==> config.mk <==
export PLATFORM = sky130hd
export DESIGN_NAME = dmc_fill_ctrl
export DESIGN_NICKNAME = d
export VERILOG_FILES = /design/src/rtl/dmc_fill_ctrl.sv
export SDC_FILE = /design/constraint.sdc
export NUM_CORES = 1
export LEC_CHECK = 0
export ABC_AREA = 1
export CAP_MARGIN = 0
export CORE_AREA = 5 5 166 168
export DETAILED_ROUTE_END_ITERATION = 10
export DIE_AREA = 0 0 171 173
export PLACE_DENSITY_LB_ADDON = 0.12
export SETUP_SLACK_MARGIN = 0.05
export SLEW_MARGIN = 20
export SYNTH_ARGS = -nofsm -noshare
export SYNTH_HDL_FRONTEND = slang
export SYNTH_SLANG_ARGS = --single-unit
==> constraint.sdc <==
create_clock -name clk -period 1.6 [get_ports clk]
set_input_delay 0.24 -clock clk [delete_from_list [all_inputs] [get_ports clk]]
set_output_delay 0.24 -clock clk [all_outputs]
set_load 0.01 [all_outputs]
==> src/rtl/dmc_fill_ctrl.sv <==
// Cache fill controller: looks up a requested word in the cache and, on a miss,
// fetches the whole line from flash, writes it to the cache and re-looks it up.
module dmc_fill_ctrl #(
  parameter int LINE_SIZE = 16,
  localparam int LW = LINE_SIZE * 8,
  localparam int OW = $clog2(LINE_SIZE)
) (
  input  logic          clk,
  input  logic          rst_n,
  input  logic          req_valid,
  input  logic [23:0]   req_addr,
  output logic          req_done,
  output logic [31:0]   rdata,
  output logic [23:0]   cache_A,
  input  logic          cache_hit,
  input  logic [31:0]   cache_Do,
  output logic [LW-1:0] cache_line,
  output logic          cache_wr,
  output logic          fr_rd,
  output logic [23:0]   fr_addr,
  input  logic          fr_done,
  input  logic [LW-1:0] fr_line,
  input  logic          clr_stats,
  output logic [15:0]   hit_cnt,
  output logic [15:0]   miss_cnt
);

  localparam logic [1:0] IDLE   = 2'd0;
  localparam logic [1:0] LOOKUP = 2'd1;
  localparam logic [1:0] FILL   = 2'd2;
  localparam logic [1:0] RESP   = 2'd3;

  logic [1:0]  state;
  logic [23:0] addr_q;
  logic        refill_q;
  logic        lookup_hit;
  logic        lookup_miss;

  assign cache_A     = addr_q;
  assign fr_addr     = {addr_q[23:OW], {OW{1'b0}}};
  assign fr_rd       = (state == FILL);
  assign req_done    = (state == RESP);
  assign cache_line  = fr_line;
  assign cache_wr    = (state == FILL) && fr_done;
  assign lookup_hit  = (state == LOOKUP) && cache_hit;
  assign lookup_miss = (state == LOOKUP) && !cache_hit;

  // refill_q marks the re-lookup after a fill so it is not counted as a hit
  always_ff @(posedge clk) begin
    if (!rst_n) begin
      state    <= IDLE;
      addr_q   <= '0;
      rdata    <= '0;
      refill_q <= 1'b0;
    end else begin
      case (state)
        IDLE: begin
          if (req_valid) begin
            addr_q <= req_addr;
            state  <= LOOKUP;
          end
        end
        LOOKUP: begin
          refill_q <= 1'b0;
          if (cache_hit) begin
            rdata <= cache_Do;
            state <= RESP;
          end else begin
            state <= FILL;
          end
        end
        FILL: begin
          if (fr_done) begin
            refill_q <= 1'b1;
            state    <= LOOKUP;
          end
        end
        RESP: state <= IDLE;
        default: state <= IDLE;
      endcase
    end
  end

  // Saturating statistics; a clear overrides any increment in the same cycle
  always_ff @(posedge clk) begin
    if (!rst_n) begin
      hit_cnt  <= '0;
      miss_cnt <= '0;
    end else if (clr_stats) begin
      hit_cnt  <= '0;
      miss_cnt <= '0;
    end else begin
      if (lookup_hit && !refill_q && hit_cnt != 16'hFFFF)
        hit_cnt <= hit_cnt + 16'd1;
      if (lookup_miss && miss_cnt != 16'hFFFF)
        miss_cnt <= miss_cnt + 16'd1;
    end
  end

endmodule

==> results_dict.tcl <==
set metrics [dict create \
    status "finished clean" \
    crit_arrival_ns 1.26 \
    ir_drop_v 0.0004367 \
    power_frac_seq_pct 42.1 \
    clock_latency_ns 0.35 \
    dr_total_vias 4496 \
    avgViaCountPerCell 3.951 \
    initial_core_util_pct 20.14 \
    track_usage_pct 11.25 \
    yosysTopAreaCell "dfxtp_1" \
    startpoint "cache_A[14]$_SDFFE_PN0P_" \
    end_kind "primary output" \
    final_area_sq_um 6992 \
    area_delta_synth_final_pct 34.78 \
    hold_viol 0 \
    synth.most_common_cell "nand2_1" \
    rsz0062_at_grt "yes" \
    critPathMaxStageDelay_ns 0.55 \
    finish.net_count 990 \
    grt_pass1_vias 4365 \
    hold_buffers 0 \
    p_sw_share_pct 28.78 \
    cellInternalPower_w 0.004161 \
    setup_ws_ns 0.09773 \
    drcViolationCount 0 \
    avgRoutedWirePerCell_microns 15.10 \
    crit_path_cell_trace "clkdlybuf4s50_1" \
    critPathMaxFanout 3 \
    rows 59 \
    hold_path.class "input port to flop" \
    netlist_area_sq_um 5187 \
    yosysUniqueCellTypes 29 \
    post-route-min-period_ns 1.502 \
    period_share_pct 93.89 \
    worst_ep_required_time_ns 1.36 \
    final_cells 1138 \
    drtIter0Drc 181 \
    p_sw_w 0.001681 \
    p_clk_share_pct 40.8 \
    layout-drive-gt1-share_pct 16.31 \
    power.total_w 0.005842 \
    drv_slew 0 \
    portBuffers 172 \
    max_cap_violations 0 \
    cts_buffers 9 \
    dp_slack_ns -0.08811 \
    rrSetupSlack_ns 0.14 \
    wirelength_microns 17190 \
    drt-pass1-iter-count 4 \
    slowest_stage "clkdlybuf4s50_1" \
    coreArea_sq_um 25760 \
    syn_inst 746 \
    synth_edf_count 0 \
    worstHoldStart "cache_Do[17]" \
    yosysWarnings 0 \
    gp_congestion 0.8012 \
    setup_viol 0 \
    synthTopCellsByCount "nand2_1, buf_4, nor2_1" \
    reg2reg_from "hit_cnt[0]$_SDFFE_PP0P_" \
    dp_cells 1115 \
    grt_max_degree 36 \
    cp_num_buf_inv 1 \
    combPwrFrac_pct 17.1 \
    crit_type "flop to primary output" \
    grt_overflow 0 \
    root_buffer "clkbuf_16" \
    power_density_nw_per_um2 835.6 \
    synth_area_per_cell_sq_um 6.954 \
    synth_top_area_share_pct 35.12 \
    htreeDepth 3 \
    antenna_found_initial 1 \
    dominantRegCellSynth "dfxtp_1" \
    ios 433 \
    synthTopCellsByArea "dfxtp_1, buf_4, nand2_1" \
    die-area_sq_um 29580 \
    startpoint_type "flop" \
    fp.dieH_microns 173 \
    synth-async-reset-ratio_pct 0 \
    cts_tree "done" \
    grt_pass1_wl_microns 25960 \
    power_leakage_nw 3.368 \
    diodes 0 \
    die-width_microns 171 \
    path_clk_slew_ns 0.08 \
    ys_ff_latch 91 \
    cp_top_family "buffers and inverters" \
    dp_hpwl_microns 12670 \
    cts_sinks 91 \
    antenna_left 0 \
    max_freq_ghz 0.6657 \
    finClkSkew_ns 0.01037 \
    clk_path_buf_depth 2 \
    placed_cell_area_sq_um 6389 \
    yosysSeqAreaShare_pct 35.12 \
]
-- state kept, by name (all words and copies together), names as in the netlist --
signal / flops
hit_cnt: 16
refill_q: 1
rdata: 32
miss_cnt: 16
cache_A: 24
state: 2
-- worst paths after layout --
| kind | to | cells past startpoint |
|---|---|---|
| worst max-delay path | cache_A[14] | 1 |
| worst min-delay path | rdata[17]$_SDFFE_PN0P_ | 3 |
| worst max register to register | hit_cnt[7]$_SDFFE_PP0P_ | 9 |
| worst min register to register | rdata[0]$_SDFFE_PN0P_ | 2 |
-- area by class of cell --
type,count,area (sq um)
flip-flops and latches,91,1853
clock buffers,9,225.2
clock inverters,7,93.84
multi-input cells,451,2145
inverters,34,127.6
well taps,335,419.2
repair buffers,211,2128
fillers,2861,18770
-- cell usage in the layout, fill, tap and decap left out, types with 3 or more instances in the layout --
cell type        count
nor2_4               8
nor2_1             134
dlymetal6s2s_1      45
buf_12               4
clkbuf_2             3
a21oi_2              8
o21ai_0             26
nor2_2              10
nand2_1            154
a21oi_1             46
clkdlybuf4s50_1     88
dfxtp_2             22
nand4_1              6
inv_1               31
buf_6                3
clkbuf_16            9
dlygate4sd2_1       36
nand2_2              8
dfxtp_1             68
nand3_1             26
conb_1               4
inv_2                3
buf_4               32
nand3_2              5
-- logic make-up (layout without fill, tap and decap cells) --
group                    count (synthesis)  in the layout  share of synthesized area [%]
AND/OR/NAND/NOR                        361            362                          29.64
buffers and inverters                  208            261                          26.58
flip-flops                              91             91                          35.12
AO/OA/AOI/OAI                           83             83                          8.104
adder cells (fa/ha/maj)                  2              2                         0.4823
other                                    1              4                        0.07229
-- metal layers --
layer | vias up | wire length (microns) | share of wire, % | track usage, %
met4 | 2 | 383 | 2.2 | 3.731
li1 | 2304 | - | - | -
met3 | 46 | 1837 | 11 | 6.096
met5 | - | 13 | 0.076 | 0
met2 | 154 | 7901 | 46 | 17.65
met1 | 1990 | 7052 | 41 | 13.06
-- power by group through the flow --
| stage | clock network, W | logic [W] | registers, W |
|---|---|---|---|
| finish | 0.00239 | 0.000998 | 0.00246 |
| global route | 0.00258 | 0.00111 | 0.00248 |
| CTS | 0.00253 | 0.00105 | 0.00247 |
| detailed placement | 0 | 0.00107 | 0.00252 |
| global placement | 0 | 0.00108 | 0.00252 |
| floorplan | 0 | 0.000760 | 0.00256 |
-- metrics by stage --
step | hold WS [ns] | utilization (%) | setup TNS [ns]
global route | 0.4168 | 27.14 | 0
global placement | 0.4531 | 24.80 | -0.4598
finish | 0.4334 | 27.14 | 0
CTS | 0.4089 | 25.96 | 0
floorplan | 0.3757 | - | 0
detailed placement | 0.4566 | 24.80 | -0.4906
-- what timing repair did --
item,CTS,global route
endpoints found under the setup margin,71,77
gates cloned,0,2
gates resized for setup,61,89
buffers inserted,0,5
pin swaps,0,12
Power figures use the tool's default switching activity.
